## src/rtl/regbank_wport_arbiter_pkg.sv

```systemverilog
// Shared CPU constants for the Regbank write-port arbiter and its scoreboard.
package regbank_wport_arbiter_pkg;
    localparam int unsigned REG_ADDR_W = 4;
    localparam int unsigned REG_DATA_W = 32;
    localparam int unsigned NUM_REGS   = 16;
    localparam int unsigned CNT_W      = 4;

    localparam logic [REG_ADDR_W-1:0] REG_ZERO = '0;

    typedef logic [REG_ADDR_W-1:0] reg_addr_t;
    typedef logic [REG_DATA_W-1:0] reg_data_t;

    // One Regbank write-port transaction.
    typedef struct packed {
        logic      we;
        reg_addr_t addr;
        reg_data_t data;
    } rf_wr_t;
endpackage

```

## src/rtl/regbank_wport_arbiter_if.sv

```systemverilog
// WB/MU/ID-side signals and the Regbank write port around the arbiter.
interface regbank_wport_arbiter_if import regbank_wport_arbiter_pkg::*; ();
    logic      wb_we;
    reg_addr_t wb_addr;
    reg_data_t wb_data;
    logic      mu_valid;
    reg_addr_t mu_addr;
    reg_data_t mu_data;
    logic      mu_ready;
    logic      issue_valid;
    reg_addr_t issue_addr;
    reg_addr_t rd_addr_a;
    reg_addr_t rd_addr_b;
    logic      rf_we;
    reg_addr_t rf_addr_d;
    reg_data_t rf_data_d;
    logic      raw_stall;
    logic      issue_stall;
    logic      starve_hold;

    // Arbiter side.
    modport slave (
        input  wb_we, wb_addr, wb_data, mu_valid, mu_addr, mu_data,
               issue_valid, issue_addr, rd_addr_a, rd_addr_b,
        output mu_ready, rf_we, rf_addr_d, rf_data_d,
               raw_stall, issue_stall, starve_hold
    );

    // Pipeline / MU / Regbank side.
    modport master (
        output wb_we, wb_addr, wb_data, mu_valid, mu_addr, mu_data,
               issue_valid, issue_addr, rd_addr_a, rd_addr_b,
        input  mu_ready, rf_we, rf_addr_d, rf_data_d,
               raw_stall, issue_stall, starve_hold
    );
endinterface

```

## src/rtl/regbank_wport_arbiter_scoreboard.sv

```systemverilog
// Busy bitmap of registers awaiting an MU result; r0 is never busy.
module regbank_scoreboard
    import regbank_wport_arbiter_pkg::*;
(
    input  logic      clk,
    input  logic      reset,
    input  logic      issue_valid_i,
    input  reg_addr_t issue_addr_i,
    input  logic      clr_en_i,
    input  reg_addr_t clr_addr_i,
    input  reg_addr_t rd_addr_a_i,
    input  reg_addr_t rd_addr_b_i,
    output logic      raw_stall_o,
    output logic      issue_stall_o
);
    logic [NUM_REGS-1:0] busy_q, busy_d;
    logic                set_en;

    // Lookups use registered busy only, so a commit still stalls its consumer once.
    always_comb begin
        raw_stall_o   = ((rd_addr_a_i != REG_ZERO) && busy_q[rd_addr_a_i]) ||
                        ((rd_addr_b_i != REG_ZERO) && busy_q[rd_addr_b_i]);
        issue_stall_o = issue_valid_i && (issue_addr_i != REG_ZERO) && busy_q[issue_addr_i];
        set_en        = issue_valid_i && !issue_stall_o && (issue_addr_i != REG_ZERO);
    end

    // Clear first, then set, so a same-cycle set on the same register wins.
    always_comb begin
        busy_d = busy_q;
        if (clr_en_i) busy_d[clr_addr_i] = 1'b0;
        if (set_en)   busy_d[issue_addr_i] = 1'b1;
        busy_d[0] = 1'b0;
    end

    // Busy bitmap register.
    always_ff @(posedge clk) begin
        if (reset) busy_q <= '0;
        else       busy_q <= busy_d;
    end
endmodule

```

## src/rtl/regbank_wport_arbiter.sv

```systemverilog
// Regbank write-port arbiter: WB has fixed priority, a starvation counter
// forces a one-cycle pipeline hold so the MU result always lands.
module regbank_wport_arbiter
    import regbank_wport_arbiter_pkg::*;
#(
    parameter int unsigned STARVE_LIMIT = 4
) (
    input  logic                    clk,
    input  logic                    reset,
    regbank_wport_arbiter_if.slave  bus
);
    localparam logic [CNT_W-1:0] CNT_LAST = CNT_W'(STARVE_LIMIT - 1);

    logic             starve_hold_q, starve_hold_d;
    logic [CNT_W-1:0] cnt_q, cnt_d;
    logic             wb_act, mu_ready, mu_commit, mu_blocked;
    rf_wr_t           wr;

    // Grant: WB wins unless it targets r0 or the pipeline is being held.
    always_comb begin
        wb_act     = bus.wb_we && (bus.wb_addr != REG_ZERO) && !starve_hold_q;
        mu_ready   = bus.mu_valid && !wb_act;
        mu_commit  = bus.mu_valid && mu_ready;
        mu_blocked = bus.mu_valid && !mu_ready;
    end

    // Write-port mux; idle port drives zeros.
    always_comb begin
        wr = '0;
        if (wb_act) begin
            wr.we   = 1'b1;
            wr.addr = bus.wb_addr;
            wr.data = bus.wb_data;
        end else if (mu_commit) begin
            wr.we   = (bus.mu_addr != REG_ZERO);
            wr.addr = bus.mu_addr;
            wr.data = bus.mu_data;
        end
    end

    // Starvation tracking: the hold fires on the LIMIT-th consecutive blocked cycle.
    always_comb begin
        cnt_d         = mu_blocked ? cnt_q + CNT_W'(1) : '0;
        starve_hold_d = mu_blocked && (cnt_q == CNT_LAST);
    end

    // Counter and hold registers.
    always_ff @(posedge clk) begin
        if (reset) begin
            cnt_q         <= '0;
            starve_hold_q <= 1'b0;
        end else begin
            cnt_q         <= cnt_d;
            starve_hold_q <= starve_hold_d;
        end
    end

    regbank_scoreboard u_sb (
        .clk           (clk),
        .reset         (reset),
        .issue_valid_i (bus.issue_valid),
        .issue_addr_i  (bus.issue_addr),
        .clr_en_i      (mu_commit),
        .clr_addr_i    (bus.mu_addr),
        .rd_addr_a_i   (bus.rd_addr_a),
        .rd_addr_b_i   (bus.rd_addr_b),
        .raw_stall_o   (bus.raw_stall),
        .issue_stall_o (bus.issue_stall)
    );

    assign bus.mu_ready    = mu_ready;
    assign bus.rf_we       = wr.we;
    assign bus.rf_addr_d   = wr.addr;
    assign bus.rf_data_d   = wr.data;
    assign bus.starve_hold = starve_hold_q;
endmodule

```

## src/flat_wrapper.sv

```systemverilog
// flat-port wrapper written by rule: the top's interface ports become plain ports
module regbank_wport_arbiter_flat import regbank_wport_arbiter_pkg::*;
#(
    parameter int unsigned STARVE_LIMIT = 4
)
  (clk, reset, bus_wb_we, bus_wb_addr, bus_wb_data, bus_mu_valid, bus_mu_addr, bus_mu_data, bus_issue_valid, bus_issue_addr, bus_rd_addr_a, bus_rd_addr_b, bus_mu_ready, bus_rf_we, bus_rf_addr_d, bus_rf_data_d, bus_raw_stall, bus_issue_stall, bus_starve_hold);
  regbank_wport_arbiter_if bus_i ();
  input  logic clk;
  input  logic reset;
  input wire logic [$bits(bus_i.wb_we)-1:0] bus_wb_we;
  input wire logic [$bits(bus_i.wb_addr)-1:0] bus_wb_addr;
  input wire logic [$bits(bus_i.wb_data)-1:0] bus_wb_data;
  input wire logic [$bits(bus_i.mu_valid)-1:0] bus_mu_valid;
  input wire logic [$bits(bus_i.mu_addr)-1:0] bus_mu_addr;
  input wire logic [$bits(bus_i.mu_data)-1:0] bus_mu_data;
  input wire logic [$bits(bus_i.issue_valid)-1:0] bus_issue_valid;
  input wire logic [$bits(bus_i.issue_addr)-1:0] bus_issue_addr;
  input wire logic [$bits(bus_i.rd_addr_a)-1:0] bus_rd_addr_a;
  input wire logic [$bits(bus_i.rd_addr_b)-1:0] bus_rd_addr_b;
  output wire logic [$bits(bus_i.mu_ready)-1:0] bus_mu_ready;
  output wire logic [$bits(bus_i.rf_we)-1:0] bus_rf_we;
  output wire logic [$bits(bus_i.rf_addr_d)-1:0] bus_rf_addr_d;
  output wire logic [$bits(bus_i.rf_data_d)-1:0] bus_rf_data_d;
  output wire logic [$bits(bus_i.raw_stall)-1:0] bus_raw_stall;
  output wire logic [$bits(bus_i.issue_stall)-1:0] bus_issue_stall;
  output wire logic [$bits(bus_i.starve_hold)-1:0] bus_starve_hold;
  assign bus_i.wb_we = bus_wb_we;
  assign bus_i.wb_addr = bus_wb_addr;
  assign bus_i.wb_data = bus_wb_data;
  assign bus_i.mu_valid = bus_mu_valid;
  assign bus_i.mu_addr = bus_mu_addr;
  assign bus_i.mu_data = bus_mu_data;
  assign bus_i.issue_valid = bus_issue_valid;
  assign bus_i.issue_addr = bus_issue_addr;
  assign bus_i.rd_addr_a = bus_rd_addr_a;
  assign bus_i.rd_addr_b = bus_rd_addr_b;
  assign bus_mu_ready = bus_i.mu_ready;
  assign bus_rf_we = bus_i.rf_we;
  assign bus_rf_addr_d = bus_i.rf_addr_d;
  assign bus_rf_data_d = bus_i.rf_data_d;
  assign bus_raw_stall = bus_i.raw_stall;
  assign bus_issue_stall = bus_i.issue_stall;
  assign bus_starve_hold = bus_i.starve_hold;
  regbank_wport_arbiter #(.STARVE_LIMIT(STARVE_LIMIT)) u_core (.clk(clk), .reset(reset), .bus(bus_i));
endmodule
```

## config.mk

```make
export PLATFORM = sky130hd
export DESIGN_NAME = regbank_wport_arbiter_flat
export DESIGN_NICKNAME = d
export VERILOG_FILES = /design/src/rtl/regbank_wport_arbiter_pkg.sv /design/src/rtl/regbank_wport_arbiter_if.sv /design/src/rtl/regbank_wport_arbiter_scoreboard.sv /design/src/rtl/regbank_wport_arbiter.sv /design/src/flat_wrapper.sv
export SDC_FILE = /design/constraint.sdc
export NUM_CORES = 1
export LEC_CHECK = 0
export ABC_AREA = 1
export BUFFER_PORTS_ARGS = -buffer_cell sky130_fd_sc_hd__clkbuf_2
export CAP_MARGIN = 20
export CORE_UTILIZATION = 38
export CTS_CLUSTER_SIZE = 25
export DETAILED_ROUTE_END_ITERATION = 10
export PLACE_DENSITY_LB_ADDON = 0.2
export SLEW_MARGIN = 20
export SYNTH_ARGS = -nofsm -noshare
export SYNTH_HDL_FRONTEND = slang
export SYNTH_SLANG_ARGS = --single-unit
export TNS_END_PERCENT = 50
```

## constraint.sdc

```tcl
create_clock -name clk -period 1.8 [get_ports clk]
set_input_delay 0.36 -clock clk [delete_from_list [all_inputs] [get_ports clk]]
set_output_delay 0.36 -clock clk [all_outputs]
set_load 0.02 [all_outputs]
```

# Word-level counts from Yosys, hierarchy flattened
# Index checks and enable logic that the tools add are counted.
totals:
  reg_bits: 21
  latchBits: 0
  mem_bits_rw: 0
  rom_bits: 0
  out_inout_bits: 41
  mem_count: 0
op_classes:
  n_addsub: 1
  n_mul: 0
  div: 0
  n_lt_le_gt_ge: 6
  n_eq_ne: 1
  shifts: 0
  n_mux: 14
  bitwise: 4
  n_reduce_logical: 25
ops:
  columns: ["op", "n"]
  rows:
  - ["$mux W37", 2]
  - ["$mux W16", 2]
  - ["$lt A4 B5 Y1 const B", 4]
  - ["$reduce_bool A4 Y1", 5]
  - ["$and A16 B16 Y16", 1]
  - ["$not A16 Y16", 1]
  - ["$or A16 B16 Y16", 1]
  - ["$logic_and A1 B1 Y1", 14]
  - ["$bmux W1 S4", 3]
  - ["$demux W1 S4", 2]
  - ["$ge A4 B1 Y1 const B", 2]
  - ["$mux W1", 5]
  - ["$add A4 B1 Y4 const B", 1]
  - ["$eq A4 B2 Y1 const B", 1]
  - ["$logic_not A1 Y1", 4]
  - ["$reduce_or A2 Y1", 1]
  - ["$logic_or A1 B1 Y1", 1]
  - ["$not A1 Y1", 1]

# Logic depth before layout (Yosys ltp)
logic_depth:
  word_depth: 9
  depth_mapped: 11

# Cells and area by module
# A second synthesis with hierarchy kept.
unflattened:
  cells_unflattened: 374
  hier_area_um2: 2344.7
by_module_without_submodules:
  columns: ["mod", "n_inst", "cells_each", "area_each_um2", "seq_area_each_um2"]
  rows:
  - ["regbank_scoreboard", 1, 217, 1315.0, 300.3]
  - ["regbank_wport_arbiter", 1, 157, 1029.7, 100.1]

# Worst setup path before layout
# Ideal clock, no wire load.
synth_timing:
  kind: "input port to output port"
  startpoint: "in bus_wb_addr[2]"
  endpoint: "out bus_rf_data_d[16]"
  arrival_ns: 1.548
  required_time_ns: 1.440
  setup_slack_ns: -0.108
  cell_stages: 7
  n_path_buf: 1
  path_cell_list: "inv_1 > nand4_1 > nand3_2 > nand2_1 > inv_1 > buf_1 > a22o_1"
synth_between:
  elab_chain_len: 8
synth_rtl:
  columns: ["element", "line_no", "source"]
  rows:
  - ["from (decl)", "flat_wrapper.sv:11", "input wire logic [$bits(bus_i.wb_addr)-1:0] bus_wb_addr;"]
  - ["$reduce_bool A4 Y1", "regbank_wport_arbiter.sv:21", "wb_act = bus.wb_we && (bus.wb_addr != REG_ZERO) && !starve_hold_q;"]
  - ["$logic_and A1 B1 Y1 (2 in series)", "regbank_wport_arbiter.sv:21", null]
  - ["$logic_not A1 Y1", "regbank_wport_arbiter.sv:22", "mu_ready = bus.mu_valid && !wb_act;"]
  - ["$logic_and A1 B1 Y1", "regbank_wport_arbiter.sv:22", null]
  - ["via bus_mu_ready", "flat_wrapper.sv:20", "output wire logic [$bits(bus_i.mu_ready)-1:0] bus_mu_ready;"]
  - ["$logic_and A1 B1 Y1", "regbank_wport_arbiter.sv:23", "mu_commit = bus.mu_valid && mu_ready;"]
  - ["$mux W37", "regbank_wport_arbiter.sv:34", "end else if (mu_commit) begin"]
  - ["$mux W37", "regbank_wport_arbiter.sv:30", "if (wb_act) begin"]
  - ["to (decl)", "flat_wrapper.sv:23", "output wire logic [$bits(bus_i.rf_data_d)-1:0] bus_rf_data_d;"]
# The timed path passes the listed nets, and every way through them passes these cells.

# Final worst setup path
layout_timing:
  startpoint: "reg u_core.starve_hold_q, in the netlist u_core.bus.starve_hold"
  endpoint: "out bus_rf_data_d[25]"
layout_between:
  elab_chain_len: 7
layout_rtl:
  columns: ["element", "line_no", "source"]
  rows:
  - ["from (decl)", "regbank_wport_arbiter.sv:14", "logic starve_hold_q, starve_hold_d;"]
  - ["from (signal assigned)", "regbank_wport_arbiter.sv:54", "starve_hold_q <= starve_hold_d;"]
  - ["$logic_not A1 Y1 *", "regbank_wport_arbiter.sv:21", null]
  - ["$logic_and A1 B1 Y1 *", "regbank_wport_arbiter.sv:21", null]
  - ["$logic_not A1 Y1", "regbank_wport_arbiter.sv:22", null]
  - ["$logic_and A1 B1 Y1", "regbank_wport_arbiter.sv:22", null]
  - ["$logic_and A1 B1 Y1", "regbank_wport_arbiter.sv:23", null]
  - ["$mux W37", "regbank_wport_arbiter.sv:34", null]
  - ["$mux W37 *", "regbank_wport_arbiter.sv:30", null]
# Mark *: on every way between the ends. The rest lies on a longest branch, timed or not.

==> metrics.txt <==
# TYPE chip_impl_metric gauge
chip_impl_metric{name="antenna_found_initial",unit=""} 0
chip_impl_info{name="synth_top_flop_cell",value="sky130_fd_sc_hd__dfxtp_1"} 1
chip_impl_metric{name="placed_cell_area",unit="µm²"} 2530
chip_impl_metric{name="area_growth",unit="%"} 49.1
chip_impl_metric{name="htree_num_levels",unit=""} 1
chip_impl_metric{name="route.antenna.remaining_nets",unit=""} 0
chip_impl_metric{name="ys_seq_elements",unit=""} 20
chip_impl_metric{name="synth.cell_area",unit="µm²"} 1800
chip_impl_metric{name="synthesis.instances",unit=""} 300
chip_impl_metric{name="number_of_synthesized_flops_with_an_enable_pin",unit=""} 0
chip_impl_info{name="ys_top_cells_by_count",value="sky130_fd_sc_hd__nand2_1, sky130_fd_sc_hd__nor2_1, sky130_fd_sc_hd__a22o_1, sky130_fd_sc_hd__inv_1, sky130_fd_sc_hd__o21ai_0"} 1
chip_impl_info{name="timing.rr.end",value="u_core.u_sb.busy_q[12]"} 1
chip_impl_metric{name="period_minus_slack",unit="ps"} 1780
chip_impl_info{name="outcome",value="finished with violations"} 1
chip_impl_metric{name="hold_violations",unit=""} 0
chip_impl_metric{name="comb_power_share",unit="%"} 43.1
chip_impl_info{name="hold_path_class",value="flop to flop"} 1
chip_impl_metric{name="floorplan.die_area",unit="µm²"} 5000
chip_impl_metric{name="floorplan.core_area",unit="µm²"} 4440
chip_impl_metric{name="max_cap_violations",unit=""} 0
chip_impl_metric{name="finalNetCount",unit=""} 519
chip_impl_metric{name="timing.critical_path.required",unit="ps"} 1440
chip_impl_metric{name="fraction_of_synthesis_flops_using_an_asynchronous_set_or_reset_pin",unit="%"} 0
chip_impl_metric{name="dr.first_iter.drc_count",unit=""} 222
chip_impl_metric{name="internal-power",unit="mW"} 0.846
chip_impl_metric{name="power.ir.vdd_worst",unit="µV"} 326
chip_impl_info{name="unrepaired_setup_endpoints_after_global_routing",value="yes"} 1
chip_impl_metric{name="ioPinCount",unit=""} 130
chip_impl_metric{name="power_density",unit="nW/µm²"} 493
chip_impl_metric{name="switching_share",unit="%"} 35.8
chip_impl_metric{name="floorplan.rows",unit=""} 24
chip_impl_info{name="cts_root_buf",value="sky130_fd_sc_hd__clkbuf_8"} 1
chip_impl_metric{name="register_area",unit="µm²"} 414
chip_impl_metric{name="layout_cells_sized_above_1",unit="%"} 38.4
chip_impl_metric{name="clk_pin_slew",unit="ps"} 70
chip_impl_metric{name="drt_pass1_iterations",unit=""} 7
chip_impl_metric{name="clk_path_buf_depth",unit=""} 2
chip_impl_metric{name="final_setup_violation_count",unit=""} 0
chip_impl_metric{name="global_route.usage.total",unit="%"} 26.5
chip_impl_metric{name="finalSetupTns",unit="ps"} 0
chip_impl_metric{name="timing.critical_path.arrival",unit="ps"} 1420
chip_impl_metric{name="total_switching_power",unit="mW"} 0.473
chip_impl_info{name="tritoncts",value="yes"} 1
chip_impl_metric{name="drt-wirelength-per-cell",unit="µm"} 14.0
chip_impl_metric{name="fmaxAchievable",unit="MHz"} 563
chip_impl_metric{name="die_x",unit="µm"} 70.7
chip_impl_metric{name="insertedDiodeCount",unit=""} 0
chip_impl_metric{name="synthesis.yosys.warnings",unit=""} 0
chip_impl_metric{name="io_buffers",unit=""} 129
chip_impl_metric{name="initial_util",unit="%"} 40.4
chip_impl_metric{name="clock_sinks",unit=""} 20
chip_impl_metric{name="area_used_by_multi_input_combinational_logic",unit="µm²"} 1230
chip_impl_metric{name="final_number_of_max_transition_violations",unit=""} 0
chip_impl_metric{name="grt_first_pass_wirelength",unit="µm"} 10600
chip_impl_metric{name="synth_cell_type_count",unit=""} 28
chip_impl_metric{name="power.leakage",unit="nW"} 1.40
chip_impl_metric{name="finalWeightedCongestion",unit=""} 0.867
chip_impl_metric{name="sequentialPowerShare",unit="%"} 35.0
chip_impl_metric{name="num-fill-cells",unit=""} 424
chip_impl_metric{name="regToRegSetupSlack",unit="ps"} 460
chip_impl_metric{name="dr_total_vias",unit=""} 2557
chip_impl_metric{name="detail_route.vias_per_cell",unit=""} 5.34
chip_impl_metric{name="worst_slew_margin_rel",unit="%"} 70.8
chip_impl_metric{name="first_global_vias",unit=""} 2304
chip_impl_info{name="timing.critical_path.to",value="bus_rf_data_d[25]"} 1
chip_impl_metric{name="die-height",unit="µm"} 70.7
chip_impl_info{name="worstReg2RegStart",value="u_core.u_sb.busy_q[4]"} 1
chip_impl_metric{name="rr_worst_depth",unit=""} 10
chip_impl_metric{name="worst-slew-pin-transition",unit="ps"} 438
chip_impl_metric{name="detailed_place_hpwl",unit="µm"} 5370
chip_impl_metric{name="area_share_of_the_leading_cell_type_in_the_synthesized_netlist",unit="%"} 22.3
chip_impl_metric{name="fin_worst_skew",unit="ps"} 1.91
chip_impl_metric{name="postRouteWirelength",unit="µm"} 6720
chip_impl_info{name="cp-startpoint",value="u_core.bus.starve_hold"} 1
chip_impl_metric{name="clk_latency",unit="ps"} 260
chip_impl_info{name="violations",value="DRC"} 1
chip_impl_info{name="netlist_top_cells_area",value="sky130_fd_sc_hd__dfxtp_1, sky130_fd_sc_hd__a22o_1, sky130_fd_sc_hd__nand2_1"} 1
chip_impl_info{name="worst_setup_path_start_kind",value="flop"} 1
chip_impl_metric{name="synth_nets",unit=""} 390
chip_impl_metric{name="crit_fanout",unit=""} 17
chip_impl_metric{name="detail_route.drc_violations",unit=""} 4
chip_impl_info{name="worst-setup-path-type",value="flop to output port"} 1
chip_impl_metric{name="final_cell_area",unit="µm²"} 2680
chip_impl_metric{name="global_route.overflow_total",unit=""} 0
chip_impl_info{name="setup.worst_path.end_class",value="output port"} 1
chip_impl_info{name="netlist.top_cell.by_area",value="sky130_fd_sc_hd__dfxtp_1"} 1
chip_impl_metric{name="clock_power_share",unit="%"} 21.9
chip_impl_metric{name="seq_area_frac_synth",unit="%"} 22.3
chip_impl_info{name="synthMostInstantiatedCell",value="sky130_fd_sc_hd__nand2_1"} 1
chip_impl_metric{name="pin_count_of_the_biggest_net_entering_global_routing",unit=""} 34
chip_impl_metric{name="cts_made_buffers",unit=""} 3
chip_impl_metric{name="cts_hold_repair.buffers",unit=""} 0
chip_impl_metric{name="fin_util",unit="%"} 60.2
chip_impl_metric{name="min_period_over_period",unit="%"} 98.7
chip_impl_metric{name="syn-mean-instance-area",unit="µm²"} 5.98
-- repair_timing --
action | in CTS | in global routing
buffers inserted | 1 | 0
setup endpoints to repair | 5 | 11
cloned | 1 | 0
gates resized for setup | 14 | 38
pin swaps | 2 | 2
-- worst max-delay path, stage by stage (launching register included) --
cell and delay (ps):
sky130_fd_sc_hd__dfxtp_2 320, sky130_fd_sc_hd__inv_1 60, sky130_fd_sc_hd__nand3_2 80, sky130_fd_sc_hd__nand2_2 110
sky130_fd_sc_hd__inv_4 60, sky130_fd_sc_hd__buf_12 140, sky130_fd_sc_hd__a22o_1 210, sky130_fd_sc_hd__buf_4 170
-- logic make-up after synthesis --
| kind of cell | count (synthesis) | share of synthesized area [%] |
|---|---|---|
| AOI/OAI and AO/OA | 94 | 34.0 |
| xor gates and xnor gates | 1 | 0.488 |
| and+or+nand+nor | 138 | 31.9 |
| adders and majority gates | 1 | 0.697 |
| DFF | 20 | 22.3 |
| buffers and inverters | 46 | 10.6 |
-- per-layer routing --
| layer | up-vias | wire length [µm] | global-route usage, % | part of all wire (%) |
|---|---|---|---|---|
| met5 | - | 0 | 0 | 0 |
| met4 | 0 | 59 | 6.67 | 0.88 |
| met3 | 5 | 503 | 3.70 | 7.5 |
| met2 | 124 | 3210 | 44.9 | 48 |
| met1 | 1146 | 2950 | 35.5 | 44 |
| li1 | 1282 | - | - | - |
-- cell type report --
class,instances,share of cell area [%]
clock buffer,3,1.54
sequential,20,15.5
timing repair buffer,137,30.0
tap,52,2.43
inverter,33,4.72
multi-input combinational,234,45.9
-- state kept, by name, summed over array words and instances (netlist names) --
name / flops
u_core.cnt_q: 4
u_core.bus.starve_hold: 1
u_core.u_sb.busy_q: 15
-- placed cells by master, fill, tap and decap left out --
cell / netlist / routed
sky130_fd_sc_hd__inv_4: 0 / 1
sky130_fd_sc_hd__inv_1: 32 / 29
sky130_fd_sc_hd__nor3_1: 1 / 1
sky130_fd_sc_hd__clkbuf_4: 0 / 1
sky130_fd_sc_hd__clkbuf_2: 1 / 113
sky130_fd_sc_hd__buf_12: 0 / 3
sky130_fd_sc_hd__o21ai_0: 30 / 26
sky130_fd_sc_hd__a22o_1: 32 / 32
sky130_fd_sc_hd__buf_6: 1 / 2
sky130_fd_sc_hd__buf_2: 1 / 6
sky130_fd_sc_hd__buf_16: 0 / 1
sky130_fd_sc_hd__clkbuf_8: 0 / 4
sky130_fd_sc_hd__nand3b_1: 2 / 2
sky130_fd_sc_hd__nand2_1: 73 / 72
sky130_fd_sc_hd__nor2_2: 1 / 1
sky130_fd_sc_hd__a21oi_2: 0 / 2
sky130_fd_sc_hd__nor2_4: 1 / 1
sky130_fd_sc_hd__nand3_1: 20 / 20
sky130_fd_sc_hd__dfxtp_2: 0 / 11
sky130_fd_sc_hd__buf_4: 2 / 10
sky130_fd_sc_hd__dfxtp_1: 20 / 9
sky130_fd_sc_hd__o211ai_1: 1 / 1
sky130_fd_sc_hd__nand4_1: 1 / 1
sky130_fd_sc_hd__o21ai_1: 1 / 5
sky130_fd_sc_hd__nor2_1: 37 / 37
sky130_fd_sc_hd__or2_2: 1 / 1
sky130_fd_sc_hd__o22ai_1: 5 / 3
sky130_fd_sc_hd__o22ai_2: 0 / 2
sky130_fd_sc_hd__ha_1: 1 / 1
sky130_fd_sc_hd__inv_2: 1 / 3
sky130_fd_sc_hd__o221ai_1: 3 / 3
sky130_fd_sc_hd__nand2_2: 0 / 1
sky130_fd_sc_hd__nand3_2: 1 / 1
sky130_fd_sc_hd__xor2_1: 1 / 1
sky130_fd_sc_hd__a21oi_1: 22 / 20
-- metrics by stage --
| step | std cells | hold WS, ps | power [mW] | setup slack [ps] |
|---|---|---|---|---|
| 6_report | 479 | 436 | 1.32 | 23.9 |
| 5_1_grt | 479 | 460 | 1.39 | -44.5 |
| 4_1_cts | 480 | 436 | 1.31 | -10.9 |
| 3_5_place_dp | 475 | 430 | 1.00 | 0.126 |
| 3_3_place_gp | 475 | 428 | 0.996 | 25.3 |
| 2_1_floorplan | 300 | 418 | 0.765 | 59.9 |
-- how the worst min path moves through the flow --
stage / depth (start not counted) / slack (ps) / start / end
floorplan: 1 / 420 / u_core.cnt_q[0] / u_core.cnt_q[0]
global placement: 1 / 430 / u_core.cnt_q[0] / u_core.cnt_q[0]
detailed placement: 1 / 430 / u_core.cnt_q[3] / u_core.bus.starve_hold
CTS: 1 / 440 / u_core.cnt_q[3] / u_core.bus.starve_hold
global route: 1 / 460 / u_core.cnt_q[3] / u_core.bus.starve_hold
finish: 1 / 440 / u_core.cnt_q[3] / u_core.bus.starve_hold
-- power groups by stage --
stage	sequential [mW]	combinational, mW	clock [mW]
floorplan	0.466	0.299	0
global placement	0.470	0.525	0
detailed placement	0.470	0.531	0
CTS	0.460	0.554	0.296
global route	0.462	0.615	0.310
finish	0.461	0.569	0.289
(Power assumes the default switching activity.)
